==> src/rtl/cpu_pkg.sv <==
// Shared CPU definitions: fetch FSM state encoding and the two-word Ldl
// opcode detector. Decode uses the same detector, so both stages agree on
// which words carry a trailing literal.
package cpu_pkg;

    // Fetch FSM states: SETTLE waits out memory latency after a PC load,
    // OPCODE captures the first word, LITW/LITERAL fetch an Ldl literal,
    // HOLD presents the packet to decode.
    typedef enum logic [2:0] {
        ST_SETTLE  = 3'd0,
        ST_OPCODE  = 3'd1,
        ST_LITW    = 3'd2,
        ST_LITERAL = 3'd3,
        ST_HOLD    = 3'd4
    } fetch_state_t;

    // Upper 12 bits of an Ldl opcode; the low nibble selects the register.
    localparam logic [11:0] LDL_MATCH = 12'hFF1;

    // True when the word is an Ldl opcode, i.e. a literal word follows it.
    function automatic logic is_ldl(input logic [15:0] word);
        return (word[15:4] == LDL_MATCH);
    endfunction

endpackage

==> src/rtl/fetch_unit.sv <==
// Instruction fetch stage. Drives the memory address from the PC, waits out
// the one-cycle registered read, folds Ldl opcode + literal into a single
// packet and offers it to decode on a valid/ready handshake. A redirect from
// execute discards whatever is being assembled or held and refetches from the
// new PC.
module fetch_unit
    import cpu_pkg::*;
#(
    parameter logic [15:0] RESET_PC = 16'h0010
) (
    input  logic        clk,
    input  logic        rst,
    output logic [15:0] i_addr,
    input  logic [15:0] i_bus,
    input  logic        redirect,
    input  logic [15:0] redirect_pc,
    output logic        out_valid,
    input  logic        out_ready,
    output logic [15:0] out_instr,
    output logic [15:0] out_lit,
    output logic        out_has_lit,
    output logic [15:0] out_pc
);

    fetch_state_t state_q, state_d;
    logic [15:0]  pc_q, pc_d;
    logic [15:0]  instr_q, instr_d;
    logic [15:0]  lit_q, lit_d;
    logic         has_lit_q, has_lit_d;
    logic [15:0]  out_pc_q, out_pc_d;

    // State and datapath registers; reset returns to a clean SETTLE at RESET_PC.
    always_ff @(posedge clk or posedge rst) begin
        if (rst) begin
            state_q   <= ST_SETTLE;
            pc_q      <= RESET_PC;
            instr_q   <= 16'h0000;
            lit_q     <= 16'h0000;
            has_lit_q <= 1'b0;
            out_pc_q  <= 16'h0000;
        end else begin
            // NOTE: non-blocking so every register samples pre-edge values.
            state_q   <= state_d;
            pc_q      <= pc_d;
            instr_q   <= instr_d;
            lit_q     <= lit_d;
            has_lit_q <= has_lit_d;
            out_pc_q  <= out_pc_d;
        end
    end

    // Next-state: redirect wins over every other transition.
    always_comb begin
        // NOTE: default first so no path leaves state_d unassigned (no latch).
        state_d = state_q;
        if (redirect) begin
            state_d = ST_SETTLE;
        end else begin
            case (state_q)
                ST_SETTLE:  state_d = ST_OPCODE;
                ST_OPCODE:  state_d = is_ldl(i_bus) ? ST_LITW : ST_HOLD;
                ST_LITW:    state_d = ST_LITERAL;
                ST_LITERAL: state_d = ST_HOLD;
                ST_HOLD:    state_d = out_ready ? ST_OPCODE : ST_HOLD;
                default:    state_d = ST_SETTLE;
            endcase
        end
    end

    // Datapath next values: PC advance and packet assembly.
    always_comb begin
        pc_d      = pc_q;
        instr_d   = instr_q;
        lit_d     = lit_q;
        has_lit_d = has_lit_q;
        out_pc_d  = out_pc_q;
        if (redirect) begin
            // Packet registers are left as-is; out_valid drops, so their
            // contents are never seen by decode.
            pc_d = redirect_pc;
        end else begin
            case (state_q)
                ST_OPCODE: begin
                    instr_d   = i_bus;
                    out_pc_d  = pc_q;
                    pc_d      = pc_q + 16'd1;
                    lit_d     = 16'h0000;
                    has_lit_d = 1'b0;
                end
                ST_LITERAL: begin
                    lit_d     = i_bus;
                    has_lit_d = 1'b1;
                    pc_d      = pc_q + 16'd1;
                end
                default: ;
            endcase
        end
    end

    // Outputs: packet is valid only while holding; all fields come from registers.
    always_comb begin
        out_valid = (state_q == ST_HOLD);
    end

    assign i_addr      = pc_q;
    assign out_instr   = instr_q;
    assign out_lit     = lit_q;
    assign out_has_lit = has_lit_q;
    assign out_pc      = out_pc_q;

endmodule
==> config.mk <==
export PLATFORM = sky130hd
export DESIGN_NAME = fetch_unit
export DESIGN_NICKNAME = d
export VERILOG_FILES = /design/src/rtl/cpu_pkg.sv /design/src/rtl/fetch_unit.sv
export SDC_FILE = /design/constraint.sdc
export NUM_CORES = 1
export LEC_CHECK = 0
export ABC_AREA = 1
export CORE_MARGIN = 1.5
export CORE_UTILIZATION = 42
export DETAILED_ROUTE_END_ITERATION = 10
export GPL_TIMING_DRIVEN = 0
export PLACE_DENSITY = 0.77
export SYNTH_ARGS = -nofsm -noshare
export SYNTH_HDL_FRONTEND = slang
export SYNTH_SLANG_ARGS = --single-unit
==> constraint.sdc <==
create_clock -name clk -period 2.15 [get_ports clk]
set_input_delay 0.43 -clock clk [delete_from_list [all_inputs] [get_ports clk]]
set_output_delay 0.43 -clock clk [all_outputs]
set_load 0.03 [all_outputs]
## Yosys cells after proc, flatten, opt, wreduce, memory -nomap -nowiden

Cells that the tools add are included.

- Flip-flop bits (word level): 68
- Input bits: 36
- Output and inout bits: 66
- Word-level logic and storage cells: 27

- $add $sub $neg: 1
- Equality and inequality tests: 5
- Muxes and demuxes: 8
- Bitwise gates (word level): 1
- Reduce and logical (&&, ||, !) cells: 6

Operators by type and width:

| operator | count |
|---|---|
| 2-to-1 mux 16 bit | 2 |
| case mux 16 bit (2 select lines) | 1 |
| adder 16 x 1 -> 16 bit (second input constant) | 1 |
| case mux 3 bit (5 select lines) | 1 |
| equality test 12 bit (second input constant) | 1 |
| 2-to-1 mux 3 bit | 3 |
| equality test 3 x 2 -> 1 bit (second input constant) | 2 |
| AND reduction 2 bit | 2 |
| nonzero test 2 bit | 2 |
| equality test 3 x 1 -> 1 bit (second input constant) | 1 |
| equality test 3 bit (second input constant) | 1 |
| logical NOT 3 bit | 1 |
| case mux 1 bit (2 select lines) | 1 |
| OR reduction 2 bit | 1 |
| NOT 1 bit | 1 |

## Longest topological paths before layout

Gate-level depths: netlist of run 1.

- Depth after elaboration: 4
- Gate-level depth with buffers: 9

## Least setup slack after synthesis of run 1

OpenSTA, ideal clock, no wires.

- Path type: reg-to-output
- Start: reg state_q[1]
- End: out out_valid
- Arrival time: 1.202 ns
- Data required time: 1.720 ns
- Path slack: 0.518 ns
- Stages on the path, launching flop included: 2
- Path buffers: 0
- Cells stage by stage: dfrtp_1 > nor3_1

- Longest elaborated chain between the ends: 1

RTL lines:

| item | RTL line | text |
|---|---|---|
| from (decl) | fetch_unit.sv:25 | `fetch_state_t state_q, state_d;` |
| from (signal assigned) | fetch_unit.sv:43 | `state_q <= state_d;` |
| equality test 3 bit | fetch_unit.sv:102 | `out_valid = (state_q == ST_HOLD);` |
| to (decl) | fetch_unit.sv:17 | `output logic out_valid,` |

No other way between the ends.

## Worst setup path after layout of run 1

- Start: reg pc_q[4] (netlist: i_addr[4])
- End: out i_addr[4]

RTL lines:

| item | RTL line | text |
|---|---|---|
| from (decl) | fetch_unit.sv:26 | `logic [15:0] pc_q, pc_d;` |
| from (signal assigned) | fetch_unit.sv:44 | `pc_q <= pc_d;` |
| to (decl) | fetch_unit.sv:13 | `output logic [15:0] i_addr,` |

No word-level cell between the ends.

==> results.yml, run 1 <==
run_status:
  outcome: "finished clean"
die:
  coreArea_um2: 7292
  row_count: 31
  num_io_pins: 102
  die_x_um: 90.23
  start_util_pct: 43.82
  dieArea_um2: 8141
  die_h_um: 90.23
critical_path:
  cp_top_family: "buffers and inverters"
  r2r-end: "i_addr[10]"
  cpPeakStageDelay_ps: 690
  reg2reg_from: "i_addr[0]"
  end_kind: "primary output"
  worst-path-buf-inv: 1
  worst_path_max_delay_cell: "clkdlybuf4s50_1"
  path_cells: "clkdlybuf4s50_1"
  crit_required_ps: 1720
  r2r_slack_ps: 600
  arrival_ps: 1600
  worstPathMaxFanout: 5
  crit_path_start_kind: "flop"
  worstSetupPathType: "reg -> out"
  r2r_cells: 8
clocking:
  cts_tree: "built"
  hold_buffers: 0
  cts_resized: 1
  htree_levels: 3
  insertion_delay_ps: 340
  root_buffer: "clkbuf_8"
  clockBufferDepth: 2
  clk_pin_slew_ps: 70
  clock_sinks: 68
  post-cts-setup-buffers: 0
  cts_buffers: 9
sta:
  timing.final.ws_setup_ps: 117.9
  max_slew_margin_pct: 44.38
  fin_skew_ps: 5.788
  tightest_slew_ps: 834.3
  report.final.slew_viol_count: 0
  fmax_mhz: 492.1
  min_period_ps: 2032
  final-setup-viol-count: 0
  fin_crit_sh_pct: 94.52
  finalHoldViolCount: 0
  rsz0062_at_grt: "no"
placement:
  dp_cells: 579
  numPortBuffers: 101
  placed_cell_area_um2: 4333
  place_worst_setup_slack_ps: 275.0
  place.gp.congestion: 0.8763
  dp_hpwl_um: 6200
synthesis:
  yosysUniqueCellTypes: 26
  synth_seq_area_share_pct: 53.29
  yosys_warnings: 0
  synth_area_um2: 3196
  async_reset_ff_share_pct: 100.0
  ys.flop_type: "dfrtp_1"
  synthCells: 379
  yosysTopAreaCellShare_pct: 52.47
  ys_seq_elements: 68
  synth_edf_count: 0
  syn_nets: 416
  synth_top_area_cell: "dfrtp_1"
  yosysMostFrequentCell: "nand2_1"
  ys_top_cells_by_area: "dfrtp_1 (52%), nand2_1 (14%), o21ai_2 (5.5%)"
  syn_area_per_cell_um2: 8.432
  synth_common_cells: "nand2_1 (119), dfrtp_1 (67), inv_1 (38)"
cells_and_area:
  postLayoutCellArea_um2: 4537
  num_antenna_cells: 0
  fin_util_pct: 62.22
  regArea_um2: 1703
  drive_gt1_share_pct: 11.72
  syn_to_final_growth_pct: 41.97
  fillerInstances: 677
  finalNetCount: 528
  finalNonFillerCells: 594
  multi_input_area_um2: 1221
detailed_routing:
  drt_iter0_drc: 170
  via_per_inst: 4.823
  drc: 0
  vias: 2865
  first_pass_iters: 4
  final_antenna_net_count: 0
  drt_wl_total_um: 8366
  wl_per_cell_um: 14.08
worst_hold_path:
  worstHoldEndpoint: "out_has_lit"
  hold_path_class: "reg -> reg"
  min_from: "out_has_lit"
  whs_path_depth: 2
job:
  maxCapViolations: 0
global_routing:
  grt_max_degree: 69
  antenna_found_initial: 0
  grt_pass1_wl_um: 13620
  globalRouteTotalUtil_pct: 21.16
  overflow: 0
  grt_pass1_vias: 2702
power:
  power.total_mw: 4.115
  max-vdd-ir-drop_mv: 0.3847
  p_per_area_nw_per_um2: 907.1
  leakagePower_nw: 2.137
## how the worst max path moves through the flow
stage          slack, ps       start  cells after the start             to
2_1_floorplan         10         rst                      1      i_addr[0]
3_3_place_gp       -1160         rst                      2  out_instr[15]
3_5_place_dp         270  state_q[1]                      2      out_valid
4_1_cts              100   i_addr[4]                      1      i_addr[4]
5_1_grt               90   i_addr[4]                      1      i_addr[4]
6_report             120   i_addr[4]                      1      i_addr[4]
## routing by layer
layer  global-route usage, %  vias to the layer above  share of wire (%)
met2                   32.07                       86                 46
met3                   3.807                       11                4.7
met1                   30.09                     1342                 48
met4                   8.201                        0                1.2
met5                       0                        -                  0
li1                        -                     1426                  -
## layout by cell type (no fill, tap or decap), types with 9 or more instances in the layout
master             n
clkdlybuf4s50_1  100
clkbuf_8           9
o21ai_0           20
dfrtp_1           67
nand2_1          119
inv_1             37
o21ai_2           20
o21ai_1           10
nor2_1            36
nand3_1           22
## registers in the layout, indices dropped and copies added, names as in the netlist
name and flops:
i_addr 16, out_instr 16, out_lit 16, out_pc 16, state_q 3, out_has_lit 1
## cells by family after synthesis
kind of cell / after synthesis / share of synthesized area [%]
flip-flops: 68 / 53.29
adder cells (fa/ha/maj): 1 / 0.3915
XOR/XNOR: 3 / 0.8224
AO/OA/AOI/OAI: 61 / 12.29
AND/OR/NAND/NOR: 191 / 24.71
buffers and inverters: 55 / 8.497
## power by group
group | internal [mW] | switching [mW] | leakage (nW)
clock | 0.643 | 0.459 | 0.102
combinational | 0.560 | 0.813 | 1.17
sequential | 1.48 | 0.160 | 0.861
total | 2.68 | 1.43 | 2.14
## metrics by stage
step / TNS [ps] / hold WS [ps]
2_1_floorplan: 0 / 466.4
6_report: 0 / 481.1
4_1_cts: 0 / 484.8
3_3_place_gp: -77740 / 455.0
3_5_place_dp: 0 / 467.7
5_1_grt: 0 / 502.3
## layout make-up
cell class,instances,area share [%]
repair buffers,101,22.26
flip-flops and latches,68,37.53
multi-input cells,256,26.92
clock buffers,10,2.813
plain buffers,13,2.455
clock inverters,5,1.710
inverters,42,3.585
well taps,99,2.730
Note: power is estimated with default switching activity, not from simulation.
==> run 2: changes to the inputs <==
--- a/config.mk
+++ b/config.mk
@@ -5,12 +5,12 @@
 export SDC_FILE = /design/constraint.sdc
 export NUM_CORES = 1
 export LEC_CHECK = 0
-export ABC_AREA = 1
+export ABC_AREA = 0
 export CORE_MARGIN = 1.5
-export CORE_UTILIZATION = 42
+export CORE_UTILIZATION = 49
 export DETAILED_ROUTE_END_ITERATION = 10
 export GPL_TIMING_DRIVEN = 0
-export PLACE_DENSITY = 0.77
+export PLACE_DENSITY = 0.85
 export SYNTH_ARGS = -nofsm -noshare
 export SYNTH_HDL_FRONTEND = slang
 export SYNTH_SLANG_ARGS = --single-unit
==> constraint.sdc (replaced) <==
create_clock -name clk -period 2.6 [get_ports clk]
set_input_delay 0.52 -clock clk [delete_from_list [all_inputs] [get_ports clk]]
set_output_delay 0.52 -clock clk [all_outputs]
set_load 0.03 [all_outputs]
==> run 2 against run 1 <==
Against the previous run: clock-buffer cell count rose by 2; cell count fell by 24%; synthesized cell count fell by 31%; wire length fell by 17%; worst hold slack improved by 1.1 ps; sequential power fell by 18%; highest routed layer unchanged.
==> results.yml, run 2 <==
run_status:
  outcome: "finished clean"
detailed_routing:
  first_pass_iters: 5
  wl_per_cell_um: 15.34
  drt_iter0_drc: 91
  final_antenna_net_count: 0
  drc: 0
  drt_wl_total_um: 6951
  vias: 2369
  via_per_inst: 5.230
critical_path:
  worstPathMaxFanout: 4
  r2r_cells: 5
  cpPeakStageDelay_ps: 700
  crit_path_start_kind: "flop"
  reg2reg_from: "i_addr[0]"
  r2r-end: "i_addr[14]"
  path_cells: "nand2b_1, nor2_1, clkdlybuf4s50_1"
  worstSetupPathType: "reg -> out"
  end_kind: "primary output"
  crit_start: "state_q[1]"
  crit_required_ps: 2080
  worst-path-buf-inv: 1
  cp.depth: 3
  cp_top_family: "buffers and inverters"
  critical_path.endpoint: "out_valid"
  worst_path_max_delay_cell: "clkdlybuf4s50_1"
  r2r_slack_ps: 730
  arrival_ps: 1790
synthesis:
  ys_seq_elements: 68
  syn_nets: 298
  synth_top_area_cell: "dfrtp_1"
  async_reset_ff_share_pct: 100.0
  yosysMostFrequentCell: "dfrtp_1"
  synth_seq_area_share_pct: 56.66
  yosysTopAreaCellShare_pct: 55.79
  syn_area_per_cell_um2: 11.51
  yosys_warnings: 0
  synth_common_cells: "dfrtp_1 (67), nand2_1 (52), mux2_2 (33)"
  yosysUniqueCellTypes: 36
  synthCells: 261
  synth_edf_count: 0
  ys_top_cells_by_area: "dfrtp_1 (56%), mux2_2 (12%), nand2_1 (6.5%)"
  synth_area_um2: 3005
  ys.flop_type: "dfrtp_1"
power:
  power.total_mw: 3.200
  leakagePower_nw: 1.713
  seq_power_share_pct: 42.3
  p_per_area_nw_per_um2: 747.3
  switching_share_pct: 34.19
  max-vdd-ir-drop_mv: 0.4624
  pwr-share-clk_pct: 24.1
  p_int_mw: 2.106
  combPwrFrac_pct: 33.6
  switchingPower_mw: 1.094
worst_hold_path:
  hold_path_class: "reg -> reg"
  whs_path_depth: 2
  min_from: "out_lit[1]"
cells_and_area:
  layout_common_cells: "clkdlybuf4s50_1 (101), dfrtp_1 (67), nand2_1 (52), mux2_2 (33), o21ai_0 (27)"
  drive_gt1_share_pct: 16.40
  finalNetCount: 410
  final_common_cell: "clkdlybuf4s50_1"
  syn_to_final_growth_pct: 42.51
  num_antenna_cells: 0
  fin_util_pct: 72.34
job:
  maxCapViolations: 0
sta:
  final-setup-viol-count: 0
  fin_tns_setup_ps: 0
  fin_skew_ps: 7.723
  fin_crit_sh_pct: 89.03
  holdWs_ps: 482.2
  report.final.slew_viol_count: 0
  rsz0062_at_grt: "no"
  finalHoldViolCount: 0
  min_period_ps: 2315
  max_slew_margin_pct: 44.69
  tightest_slew_ps: 829.7
  fmax_mhz: 432.0
clocking:
  post-cts-setup-buffers: 0
  hold_buffers: 0
  clockBufferDepth: 2
  clock_sinks: 68
  insertion_delay_ps: 340
  clk_pin_slew_ps: 70
  cts_tree: "built"
  cts_buffers: 9
  htree_levels: 3
  root_buffer: "clkbuf_8"
  cts_resized: 0
die:
  row_count: 28
  start_util_pct: 50.76
  die_x_um: 81.32
  dieArea_um2: 6612
  die_h_um: 81.32
  num_io_pins: 102
  coreArea_um2: 5921
placement:
  place.gp.congestion: 0.8143
  dp_hpwl_um: 4863
  numPortBuffers: 101
global_routing:
  grt_pass1_wl_um: 11370
  globalRouteTotalUtil_pct: 22.98
  grt_max_degree: 69
  grt_pass1_vias: 2325
  antenna_found_initial: 0
  overflow: 0
[run 2: worst min-delay path by stage]
stage | slack, ps | end
final | 480 | out_lit[1]
after global routing | 510 | out_lit[5]
after CTS | 490 | out_lit[1]
after detailed placement | 470 | out_lit[1]
after global placement | 460 | out_lit[3]
after floorplan | 490 | state_q[1]
[run 2: kinds of logic (layout without fill, tap and decap cells)]
group	count (synthesis)	after routing	share of synthesized area, %
xor+xnor	11	11	3.206
mux	38	38	14.03
compound gates	34	34	6.161
fa+ha+maj	1	1	0.4163
buf+inv	16	133	2.997
flops	68	68	56.66
simple gates	93	93	16.53
[run 2: area by class of cell]
class                           count  area, µm²
Sequential cell                    68       1703
Fill cell                         403       1638
Multi-Input combinational cell    177       1212
Timing Repair Buffer              101       1011
Clock buffer                       12      145.1
Tap cell                           75      93.84
Buffer                             14      82.58
Clock inverter                      4      25.02
Inverter                            2      10.01
[run 2: stage by stage]
step | std cells | cell area (µm²) | setup slack (ps)
5_1_grt | 453 | 4283 | 203.9
3_5_place_dp | 437 | 4113 | 333.8
2_1_floorplan | 261 | 3005 | 370.1
4_1_cts | 453 | 4283 | 262.8
3_3_place_gp | 437 | 4110 | -789.5
6_report | 453 | 4283 | 285.3
[run 2: worst reg2reg max path, delay by kind of cell (launching register included)]
kind / cells / cell delay, ps
muxes: 1 / 250
adders and majority gates: 1 / 220
DFF: 1 / 470
and+or+nand+nor: 3 / 820
[run 2: per-layer routing]
layer	track usage, %	wire [µm]	vias to the layer above
li1	-	-	1123
met1	30.08	2981	1146
met2	36.53	3375	95
met3	5.843	543	5
met4	8.966	51	0
met5	0	0	-
[run 2: power groups by stage]
stage               clock network (mW)  logic [mW]  registers [mW]
finish                           0.770        1.08            1.35
global route                     0.827        1.13            1.38
CTS                              0.786        1.09            1.36
detailed placement                   0        1.08            1.38
global placement                     0        1.07            1.36
floorplan                            0       0.263            1.71
